File: src/rtl/elevator_pkg.sv
// elevator_pkg: shared FSM state encoding, direction constants and default floor count.
package elevator_pkg;
   typedef enum logic [1:0] {IDLE, MOVE, ARRIVE, DOOR_OPEN} state_t;
   localparam logic DIR_UP = 1'b1;
   localparam logic DIR_DOWN = 1'b0;
   localparam int DEF_BUTTONS_WIDTH = 8;
endpackage

File: src/rtl/elevator_ctrl_request_scan.sv
// request_scan: classifies pending requests relative to the car floor.
//   req   : combined request vector, one bit per floor
//   floor : current car floor
//   above/below/here : any request strictly above, strictly below, or at floor
module request_scan
   import elevator_pkg::*;
#(
   parameter int W = DEF_BUTTONS_WIDTH,
   localparam int FW = $clog2(W)
) (
   input  logic [W-1:0]  req,
   input  logic [FW-1:0] floor,
   output logic          above,
   output logic          below,
   output logic          here
);
   always_comb begin
      above = 1'b0;
      below = 1'b0;
      for (int i = 0; i < W; i++) begin
         above = above | (req[i] & (i > int'(floor)));
         below = below | (req[i] & (i < int'(floor)));
      end
      here = req[floor];
   end
endmodule

File: src/rtl/elevator_ctrl.sv
// elevator_ctrl: SCAN car-motion and door controller returning clear pulses for served requests.
//   clk, reset                : clock, async active-high reset
//   active_*_levels           : latched cabin / hall-up / hall-down requests
//   inactivate_*_levels       : one-cycle one-hot clear pulses, issued on door opening
//   floor, dir_up, moving, door_open : registered car status
module elevator_ctrl
   import elevator_pkg::*;
#(
   parameter int BUTTONS_WIDTH = DEF_BUTTONS_WIDTH,
   parameter int FLOOR_TICKS = 4,
   parameter int DOOR_TICKS = 6,
   localparam int FW = $clog2(BUTTONS_WIDTH)
) (
   input  logic                     clk,
   input  logic                     reset,
   input  logic [BUTTONS_WIDTH-1:0] active_in_levels,
   input  logic [BUTTONS_WIDTH-1:0] active_out_up_levels,
   input  logic [BUTTONS_WIDTH-1:0] active_out_down_levels,
   output logic [BUTTONS_WIDTH-1:0] inactivate_in_levels,
   output logic [BUTTONS_WIDTH-1:0] inactivate_out_up_levels,
   output logic [BUTTONS_WIDTH-1:0] inactivate_out_down_levels,
   output logic [FW-1:0]            floor,
   output logic                     dir_up,
   output logic                     moving,
   output logic                     door_open
);
   localparam int MT = FLOOR_TICKS > DOOR_TICKS ? FLOOR_TICKS : DOOR_TICKS;
   localparam int CW = $clog2(MT + 1);
   state_t state;
   logic [CW-1:0] cnt;
   logic [BUTTONS_WIDTH-1:0] req, hot;
   logic above, below, here, ahead, stop, d_eff, clr_both;
   request_scan #(.W(BUTTONS_WIDTH)) u_scan (
      .req(req), .floor(floor), .above(above), .below(below), .here(here)
   );
   always_comb begin
      req = active_in_levels | active_out_up_levels | active_out_down_levels;
      hot = BUTTONS_WIDTH'(1) << floor;
      ahead = dir_up ? above : below;
      stop = active_in_levels[floor] | (dir_up & active_out_up_levels[floor]) |
             (!dir_up & active_out_down_levels[floor]) | (!ahead & here);
      d_eff = ahead ? dir_up : !dir_up;
      // end of run with nothing left in the new direction: both hall calls here are satisfied
      clr_both = !ahead & !(d_eff ? above : below);
   end
   always_ff @(posedge clk or posedge reset) begin
      if (reset) begin
         state <= IDLE;
         floor <= '0;
         dir_up <= DIR_UP;
         moving <= 1'b0;
         door_open <= 1'b0;
         cnt <= '0;
         inactivate_in_levels <= '0;
         inactivate_out_up_levels <= '0;
         inactivate_out_down_levels <= '0;
      end else begin
         inactivate_in_levels <= '0;
         inactivate_out_up_levels <= '0;
         inactivate_out_down_levels <= '0;
         case (state)
            IDLE:
               if (here) begin
                  state <= DOOR_OPEN;
                  door_open <= 1'b1;
                  cnt <= '0;
                  inactivate_in_levels <= hot;
                  inactivate_out_up_levels <= hot;
                  inactivate_out_down_levels <= hot;
               end else if (above | below) begin
                  state <= MOVE;
                  moving <= 1'b1;
                  dir_up <= above ? DIR_UP : DIR_DOWN;
                  cnt <= '0;
               end
            MOVE:
               if (cnt == CW'(FLOOR_TICKS - 1)) begin
                  state <= ARRIVE;
                  moving <= 1'b0;
                  cnt <= '0;
                  floor <= dir_up ? floor + FW'(1) : floor - FW'(1);
               end else begin
                  cnt <= cnt + CW'(1);
               end
            ARRIVE:
               if (stop) begin
                  state <= DOOR_OPEN;
                  door_open <= 1'b1;
                  dir_up <= d_eff;
                  inactivate_in_levels <= hot;
                  inactivate_out_up_levels <= (d_eff | clr_both) ? hot : '0;
                  inactivate_out_down_levels <= (!d_eff | clr_both) ? hot : '0;
               end else if (ahead) begin
                  state <= MOVE;
                  moving <= 1'b1;
               end else begin
                  state <= IDLE;
               end
            DOOR_OPEN:
               if (cnt == CW'(DOOR_TICKS - 1)) begin
                  state <= IDLE;
                  door_open <= 1'b0;
                  cnt <= '0;
               end else begin
                  cnt <= cnt + CW'(1);
               end
            default: state <= IDLE;
         endcase
      end
   end
endmodule

File: config.mk
export PLATFORM = sky130hd
export DESIGN_NAME = elevator_ctrl
export DESIGN_NICKNAME = d
export VERILOG_FILES = /design/src/rtl/elevator_pkg.sv /design/src/rtl/elevator_ctrl_request_scan.sv /design/src/rtl/elevator_ctrl.sv
export SDC_FILE = /design/constraint.sdc
export NUM_CORES = 1
export LEC_CHECK = 0
export CORE_MARGIN = 2
export CORE_UTILIZATION = 45
export CTS_CLUSTER_DIAMETER = 150
export DETAILED_ROUTE_END_ITERATION = 7
export MAX_ROUTING_LAYER = met4
export PLACE_DENSITY = 0.8
export SYNTH_ARGS = -nofsm -noshare
export SYNTH_HDL_FRONTEND = slang
export SYNTH_SLANG_ARGS = --single-unit
export TNS_END_PERCENT = 5
File: constraint.sdc
create_clock -name clk -period 3.4 [get_ports clk]
set_clock_uncertainty 0.15 [all_clocks]
set_input_delay 0.34 -clock clk [delete_from_list [all_inputs] [get_ports clk]]
set_output_delay 0.34 -clock clk [all_outputs]
set_load 0.01 [all_outputs]
==> run_results.csv, run 1 <==
group,metric,value,unit
critical_path,worstSetupPathType,"reg2reg",
critical_path,cpMaxStageDelayCell,"dfrtp_1",
sta,min_period,3.05,ns
grt,grt_pass1_wl,8510,um
sta,setup_violations,0,
clock_tree,hold_buffers,0,
routing,top_layer,"met4",
floorplanning,core-area,4690,um^2
synth,synthArstFlopShare,100,%
grt,grt_util_all_layers,20.8,%
synth,synth-edff-count,0,
routing,drtIter0Drc,104,
routing,met1_length,2170,um
synth,synth_seq_cells,35,
clock_tree,cts_repair_resize_count,0,
layout,layout.area.seq,877,um^2
critical_path,path_buf_inv,0,
layout,multiInputGateArea,1160,um^2
synth,synth_top_area_share,39.2,%
clock_tree,cts_tree,"built",
routing,wl_met2,2290,um
sta,slew_viol_final,0,
run_status,outcome,"completed",
floorplanning,rows,25,
routing,wl,4820,um
routing,antenna_left,0,
grt,antenna_found_initial,0,
sta,fin_crit_sh,89.8,%
critical_path,arrival,3.11,ns
clock_tree,clock_latency,0.28,ns
job,maxCapViolCount,0,
grt,overflow,0,
min_path,min_path_type,"in2async",
layout,fillCellCount,424,
power,power-per-cell-area,768,nW/um^2
sta,hold-worst-slack,0.295,ns
critical_path,crit_chain,"ha_1 > ha_1 > o22ai_1 > a311oi_2 > nand3_1 > or3_1 > a31oi_1",
critical_path,cp_top_family,"compound AO/OA/AOI/OAI gates",
sta,relSlewSlack,54.4,%
power,power,2.19,mW
placement,port_buffers,55,
synth,yosysTopAreaCell,"dfrtp_1",
clock_tree,htree_num_levels,2,
floorplanning,io_pins,56,
routing,vias,1920,
clock_tree,cts_root_buf,"clkbuf_8",
placement,dp_hpwl,3650,um
sta,worst_slew_pin_slew,0.666,ns
critical_path,crit_path_max_incr_delay,0.79,ns
clock_tree,post-cts-setup-buffer-count,0,
synth,syn_nets,262,
sta,hold_violations,0,
layout,drive_above_1_share,9.03,%
routing,dr.pass1.iters,4,
sta,fmax,327,MHz
clock_tree,clk_path_buf_depth,2,
synth,ys_seq_area_share,40.5,%
routing,drc,0,
routing,wire_per_inst,14.6,um
sta,rsz0062_at_grt,"false",
layout,syn2layout_area_growth,31.3,%
floorplanning,die_y,73.4,um
synth,synth_area_leaders,"dfrtp_1 39%, ha_1 6.9%, nor3_1 5.3%",
synth,syn_inst,224,
critical_path,reg2reg_from,"floor[1]$_DFFE_PP0P_",
sta,tns,0,ns
floorplanning,start_util,46.2,%
floorplanning,fp.dieW,73.4,um
power,p_leak,1.20,nW
critical_path,cp_max_fo,21,
critical_path,crit_start,"floor[1]$_DFFE_PP0P_",
layout,nets,314,
grt,grt_start_max_net_pins,36,
synth,synthFlopType,"dfrtp_1",
clock_tree,cts_buffers,5,
grt,grt_pass1_vias,1849,
floorplanning,die-area,5390,um^2
layout,diodes,0,
power,ir_drop,0.301,mV
critical_path,cp-start-kind,"flop",
critical_path,end_kind,"flop",
critical_path,cpMostUsedCell,"ha_1",
placement,gp_congestion,0.946,
synth,ys_types,55,
synth,yosysWarnings,0,
clock_tree,clk_pin_slew,0.07,ns
routing,viasPerCell,5.80,
layout,post-route-util,60.7,%
routing,routed-wl-met3,290,um
synth,synth_area,2170,um^2
critical_path,cp.required,3.45,ns
synth,avgSynthCellArea,9.68,um^2
clock_tree,clock-sinks,35,
-- cells by family after synthesis --
| family | Yosys count | synth area share, % |
|---|---|---|
| AO/OA/AOI/OAI | 54 | 19.8 |
| XOR/XNOR | 2 | 0.808 |
| adder cells (fa/ha/maj) | 12 | 6.92 |
| buffers and inverters | 27 | 6.00 |
| flip-flops | 35 | 40.5 |
| multiplexers | 8 | 5.48 |
| AND/OR/NAND/NOR | 86 | 20.5 |
-- metrics by stage --
stage / cells / cell area [um^2] / worst slack (ns)
global placement: 323 / 2740 / 0.328
detailed placement: 323 / 2740 / 0.298
finish: 331 / 2850 / 0.346
global route: 331 / 2850 / 0.117
floorplan: 224 / 2170 / 0.796
CTS: 331 / 2850 / 0.374
-- per-layer routing --
layer	vias up	track usage (%)
met5	-	-
met4	0	6.87
met3	9	4.94
met2	73	33.0
met1	910	26.1
li1	928	-
-- where the power goes --
| group | switching (mW) | internal [mW] | total [mW] |
|---|---|---|---|
| Clock | 0.149 | 0.218 | 0.367 |
| Combinational | 0.631 | 0.504 | 1.14 |
| Sequential | 0.173 | 0.510 | 0.684 |
| Total | 0.953 | 1.23 | 2.19 |
-- cell usage in the layout, fill, tap and decap left out, types with 2 or more instances in the layout --
cell type / Yosys / layout
nor3_2: 2 / 2
ha_1: 12 / 12
nand2_1: 15 / 15
nor3_1: 23 / 23
clkdlybuf4s50_1: 0 / 55
mux2i_1: 4 / 4
o21ai_0: 7 / 7
o21a_1: 3 / 3
buf_4: 2 / 4
a211oi_1: 3 / 3
nor4_1: 2 / 2
mux4_2: 3 / 3
o22ai_1: 3 / 3
a221oi_4: 2 / 2
nor2_1: 21 / 21
o21ai_1: 3 / 3
nand2b_1: 5 / 5
or3_1: 2 / 2
nand3_1: 8 / 8
a21oi_1: 4 / 4
a31oi_1: 3 / 3
a32oi_1: 4 / 4
dfrtp_1: 34 / 34
o31ai_1: 6 / 6
clkbuf_8: 0 / 5
inv_1: 12 / 12
o211ai_1: 2 / 2
-- registers in the layout (all words and copies together) (netlist names) --
register	count
cnt	3
dir_up	1
door_open	1
floor	3
inactivate_in_levels	8
inactivate_out_down_levels	8
inactivate_out_up_levels	8
moving	1
state	2
-- worst reg2reg max path, stage by stage, from the launching register on --
cell and delay, ns:
dfrtp_1 0.79, ha_1 0.30, ha_1 0.22, o22ai_1 0.12
a311oi_2 0.54, nand3_1 0.26, or3_1 0.41, a31oi_1 0.19
-- cells in the mapped netlist, drive strengths merged (4+ instances only) --
cell and count:
nand2b 5, clkbuf 5, nor2 21, buf 9
nand3 8, nand2 15, nor4 4, o21ai 10
a21oi 4, a32oi 4, nor3 25, ha 12
dfrtp 34, o31ai 6, inv 13, mux2i 4
-- cell type report --
type / instances / share of cell area [%]
clock buffers: 5 / 2.42
clock inverters: 3 / 1.54
inverters: 13 / 1.71
multi-input cells: 162 / 40.8
flip-flops and latches: 35 / 30.8
well taps: 54 / 2.37
repair buffers: 59 / 20.4
-- final timing paths --
path                                          to  slack (ns)  depth (start not counted)
max                           cnt[1]$_DFFE_PP0P_        0.35                          7
min                         state[0]$_DFFE_PP0P_        0.29                          3
max reg2reg                   cnt[1]$_DFFE_PP0P_        0.35                          7
min reg2reg                door_open$_DFFE_PP0P_        0.40                          2
max in group asynchronous     dir_up$_DFFE_PP1P_        2.47                          3
min in group clk           door_open$_DFFE_PP0P_        0.40                          2
Power figures use the tool's default switching activity.
==> run 2, diff against run 1 <==
--- a/config.mk
+++ b/config.mk
@@ -5,7 +5,6 @@
 export SDC_FILE = /design/constraint.sdc
 export NUM_CORES = 1
 export LEC_CHECK = 0
-export CORE_MARGIN = 2
 export CORE_UTILIZATION = 45
 export CTS_CLUSTER_DIAMETER = 150
 export DETAILED_ROUTE_END_ITERATION = 7
==> run_results.csv, run 2 (synthesis results as in run 1) <==
group,metric,value,unit
power,ir_drop,0.280,mV
sta,relSlewSlack,52.3,%
sta,tns,0,ns
layout,layout_common_cells,"55 x clkdlybuf4s50_1, 34 x dfrtp_1, 23 x nor3_1",
floorplanning,die_y,71.4,um
clock_tree,hold_buffers,0,
layout,fillCellCount,398,
routing,drtIter0Drc,137,
clock_tree,clock_latency,0.29,ns
power,power-per-cell-area,770,nW/um^2
grt,grt_util_all_layers,21.3,%
layout,post-route-util,63.2,%
floorplanning,die-area,5100,um^2
layout,drive_above_1_share,9.03,%
critical_path,end_kind,"flop",
sta,min_period,3.05,ns
sta,hold-worst-slack,0.290,ns
clock_tree,clk_pin_slew,0.08,ns
critical_path,cp_max_fo,21,
layout,fin_cells,329,
layout,nets,314,
clock_tree,cts_repair_resize_count,0,
grt,antenna_found_initial,0,
sta,fmax,328,MHz
layout,final_area,2850,um^2
power,p_switching,0.957,mW
layout,largest_registers,"inactivate_in_levels x8, inactivate_out_down_levels x8, inactivate_out_up_levels x8",
clock_tree,cts_buffers,5,
layout,final_common_cell,"clkdlybuf4s50_1",
routing,drc,0,
floorplanning,fp.dieW,71.4,um
layout,multiInputGateArea,1160,um^2
routing,viasPerCell,5.83,
layout,syn2layout_area_growth,31.2,%
grt,overflow,0,
critical_path,cp.required,3.40,ns
power,power,2.19,mW
layout,layout.area.seq,877,um^2
placement,dp_hpwl,3600,um
floorplanning,core-area,4500,um^2
power,intPower,1.23,mW
power,clkPwrFrac,16.9,%
clock_tree,post-cts-setup-buffer-count,0,
min_path,min_path_type,"in2async",
sta,setup_violations,0,
clock_tree,htree_num_levels,2,
routing,dr.pass1.iters,4,
floorplanning,io_pins,56,
routing,wire_per_inst,14.6,um
critical_path,cp-start-kind,"flop",
placement,placed_area,2730,um^2
layout,diodes,0,
grt,grt_pass1_vias,1771,
sta,worst_slew_pin_slew,0.697,ns
power,p_leak,1.20,nW
clock_tree,clk_path_buf_depth,2,
placement,gp_congestion,0.857,
critical_path,arrival,3.05,ns
routing,vias,1918,
sta,rsz0062_at_grt,"false",
floorplanning,start_util,48.1,%
routing,wl,4810,um
routing,antenna_left,0,
sta,final.setup.worst_slack,0.351,ns
placement,dp.cells,321,
power,seq_power_share,30.6,%
job,maxCapViolCount,0,
clock_tree,cts_tree,"built",
clock_tree,clock-sinks,35,
power,power_frac_comb,52.5,%
sta,hold_violations,0,
placement,dpl_worst_slack,0.316,ns
run_status,outcome,"completed",
placement,port_buffers,55,
grt,grt_pass1_wl,8250,um
sta,slew_viol_final,0,
floorplanning,rows,24,
grt,grt_start_max_net_pins,36,
clock_tree,cts_root_buf,"clkbuf_8",
critical_path,worstSetupPathType,"reg2reg",
power,swShare,43.7,%
sta,fin_crit_sh,89.7,%
[run 2: path summary, 6_finish.rpt]
path | from | endpoint | slack, ns | cells after the start
worst max-delay path | floor[1]$_DFFE_PP0P_ | inactivate_out_up_levels[7]$_DFF_PP0_ | 0.35 | 7
worst max register to register | floor[1]$_DFFE_PP0P_ | inactivate_out_up_levels[7]$_DFF_PP0_ | 0.35 | 7
min in group clk | door_open$_DFFE_PP0P_ | door_open$_DFFE_PP0P_ | 0.39 | 2
worst min-delay path | reset | inactivate_in_levels[0]$_DFF_PP0_ | 0.29 | 3
worst min register to register | door_open$_DFFE_PP0P_ | door_open$_DFFE_PP0P_ | 0.39 | 2
max in group asynchronous | reset | dir_up$_DFFE_PP1P_ | 2.47 | 3
[run 2: power by group through the flow]
stage / logic (mW) / clock network (mW) / registers (mW)
4_1_cts: 1.15 / 0.374 / 0.670
5_1_grt: 1.28 / 0.395 / 0.693
6_report: 1.15 / 0.370 / 0.670
3_5_place_dp: 1.14 / 0 / 0.678
3_3_place_gp: 1.11 / 0 / 0.672
2_1_floorplan: 0.913 / 0 / 0.614
[run 2: layout make-up]
cell class / instances / area share (%)
multi-input cells: 162 / 40.8
clock buffers: 5 / 2.42
well taps: 52 / 2.29
clock inverters: 3 / 1.54
flip-flops and latches: 35 / 30.8
repair buffers: 59 / 20.4
inverters: 13 / 1.72
[run 2: routing by layer]
metal,part of all wire (%),up-vias,global-route usage [%]
met2,48,84,32.3
li1,-,934,-
met4,2.0,0,9.56
met5,0,-,-
met3,5.4,10,3.52
met1,45,890,28.2
[run 2: worst max-delay path, cell delays in order, from the launching register on]
cell and delay [ns]:
dfrtp_1 0.78, ha_1 0.30, ha_1 0.20, o22ai_1 0.11
a311oi_2 0.54, nand2_1 0.22, a221oi_4 0.50, nor3_1 0.10
==> run 3, diff against run 2 <==
--- a/config.mk
+++ b/config.mk
@@ -5,11 +5,14 @@
 export SDC_FILE = /design/constraint.sdc
 export NUM_CORES = 1
 export LEC_CHECK = 0
+export ABC_CLOCK_PERIOD_IN_PS = 3400
 export CORE_UTILIZATION = 45
 export CTS_CLUSTER_DIAMETER = 150
+export CTS_CLUSTER_SIZE = 30
 export DETAILED_ROUTE_END_ITERATION = 7
 export MAX_ROUTING_LAYER = met4
 export PLACE_DENSITY = 0.8
+export RECOVER_POWER = 100
 export SYNTH_ARGS = -nofsm -noshare
 export SYNTH_HDL_FRONTEND = slang
 export SYNTH_SLANG_ARGS = --single-unit
==> run_results.csv, run 3 (synthesis results as in run 1) <==
group,metric,value,unit
run_status,outcome,"finished with violations",
run_status,failed_checks,"max-capacitance violations, max-slew violations",
critical_path,worstSetupPathType,"reg2reg",
critical_path,rrSetupSlack,0.36,ns
critical_path,crit_path_max_incr_delay,0.78,ns
layout,diodes,0,
critical_path,cp-start-kind,"flop",
placement,dpl_worst_slack,0.316,ns
layout,syn2layout_area_growth,30.5,%
placement,port_buffers,55,
min_path,worstHoldStart,"door_open$_DFFE_PP0P_",
sta,final.setup.worst_slack,0.358,ns
sta,tns,0,ns
critical_path,cpMaxStageDelayCell,"dfrtp_1",
sta,min_period,3.04,ns
critical_path,end_kind,"flop",
clock_tree,clock-sinks,35,
critical_path,crit_chain,"ha_1 > ha_1 > o22ai_1 > a311oi_2 > nand2_1 > a221oi_4 > nor3_1",
routing,drtIter0Drc,121,
layout,drive_above_1_share,8.30,%
critical_path,arrival,3.05,ns
floorplanning,rows,24,
layout,final_area,2830,um^2
clock_tree,htree_num_levels,2,
power,p_leak,1.28,nW
sta,slew_viol_final,36,
clock_tree,clk_path_buf_depth,2,
critical_path,crit-reg2reg-capture,"inactivate_out_up_levels[7]$_DFF_PP0_",
critical_path,r2r_cells,7,
clock_tree,cts_root_buf,"clkbuf_8",
routing,drc,0,
clock_tree,post-cts-setup-buffer-count,0,
placement,placed_area,2730,um^2
clock_tree,clock_latency,0.29,ns
placement,dp_hpwl,3600,um
critical_path,cp.required,3.40,ns
power,ir_drop,0.268,mV
grt,grt_util_all_layers,21.3,%
floorplanning,core-area,4500,um^2
sta,worst_slew_pin_slew,1.78,ns
routing,vias,1925,
sta,rsz0062_at_grt,"false",
grt,overflow,0,
clock_tree,cts_repair_resize_count,0,
routing,wl,4800,um
critical_path,cpMostUsedCell,"ha_1",
layout,fillCellCount,400,
critical_path,path_buf_inv,0,
grt,grt_pass1_wl,8250,um
floorplanning,die-area,5100,um^2
layout,final_common_cell,"dfrtp_1",
floorplanning,io_pins,56,
clock_tree,clk_pin_slew,0.08,ns
floorplanning,start_util,48.1,%
grt,grt_start_max_net_pins,36,
floorplanning,fp.dieW,71.4,um
grt,grt_pass1_vias,1771,
min_path,hold_depth,2,
routing,viasPerCell,5.85,
min_path,min_path_type,"reg2reg",
sta,hold_violations,0,
clock_tree,cts_tree,"built",
floorplanning,die_y,71.4,um
clock_tree,hold_buffers,0,
grt,antenna_found_initial,0,
job,maxCapViolCount,1,
critical_path,cp_max_fo,21,
layout,largest_registers,"inactivate_in_levels x8, inactivate_out_down_levels x8, inactivate_out_up_levels x8",
power,power-per-cell-area,760,nW/um^2
layout,post-route-util,62.8,%
sta,relSlewSlack,-18.7,%
critical_path,reg2reg_from,"floor[1]$_DFFE_PP0P_",
clock_tree,cts_buffers,5,
routing,antenna_left,0,
sta,fin_crit_sh,89.5,%
routing,dr.pass1.iters,4,
layout,layout_common_cells,"34 x dfrtp_1, 30 x dlygate4sd3_1, 25 x clkdlybuf4s50_1",
critical_path,cp_top_family,"compound AO/OA/AOI/OAI gates",
min_path,hold_end,"door_open$_DFFE_PP0P_",
sta,setup_violations,0,
routing,wire_per_inst,14.6,um
placement,gp_congestion,0.857,
sta,fmax,329,MHz
layout,nets,314,
run 3: cell count changes in the layout (fill, tap and decap cells not counted), sizes merged:
cell / previous run / this run
clkdlybuf4s50: 55 / 25
dlygate4sd3: 0 / 30
clkbuf: 5 / 7
buf: 4 / 2
run 3: where the power goes:
group	internal [mW]	switching [mW]
Clock	0.218	0.151
Sequential	0.510	0.157
Combinational	0.476	0.639
Total	1.20	0.947
run 3: worst max-delay path by stage:
stage	startpoint	end	slack, ns	depth (start not counted)
2_1_floorplan	dir_up$_DFFE_PP1P_	door_open$_DFFE_PP0P_	0.80	7
3_3_place_gp	active_in_levels[4]	inactivate_out_down_levels[5]$_DFF_PP0_	0.35	7
3_5_place_dp	active_in_levels[4]	inactivate_out_down_levels[0]$_DFF_PP0_	0.32	7
4_1_cts	floor[1]$_DFFE_PP0P_	inactivate_out_up_levels[5]$_DFF_PP0_	0.39	7
5_1_grt	floor[1]$_DFFE_PP0P_	inactivate_out_up_levels[5]$_DFF_PP0_	0.12	8
6_report	floor[1]$_DFFE_PP0P_	inactivate_out_up_levels[7]$_DFF_PP0_	0.36	7
run 3: stage by stage:
step	power [mW]	hold WS (ns)	std cells
final	2.15	0.390	329
after global routing	2.32	0.441	329
after CTS	2.19	0.309	329
after detailed placement	1.82	0.383	321
after global placement	1.79	0.375	321
after floorplan	1.53	0.344	224
run 3: layout make-up:
class | count | area (um^2) | area share [%]
clock inverter | 3 | 43.8 | 1.55
timing repair buffer | 59 | 573 | 20.3
clock buffer | 5 | 68.8 | 2.43
inverter | 13 | 48.8 | 1.72
sequential | 35 | 877 | 31.0
tap | 52 | 65.1 | 2.30
multi-input combinational | 162 | 1150 | 40.7
run 3: tightest hold or removal path, stage by stage, from the launching register on:
cell	delay (ns)
dfrtp_1	0.40
inv_1	0.06
a21oi_1	0.05
run 3: metal layers:
| metal | wire, um | vias to the layer above | track usage, % |
|---|---|---|---|
| met2 | 2270 | 88 | 32.3 |
| met3 | 245 | 10 | 3.52 |
| met5 | 0 | - | - |
| li1 | - | 933 | - |
| met1 | 2170 | 894 | 28.2 |
| met4 | 121 | 0 | 9.56 |
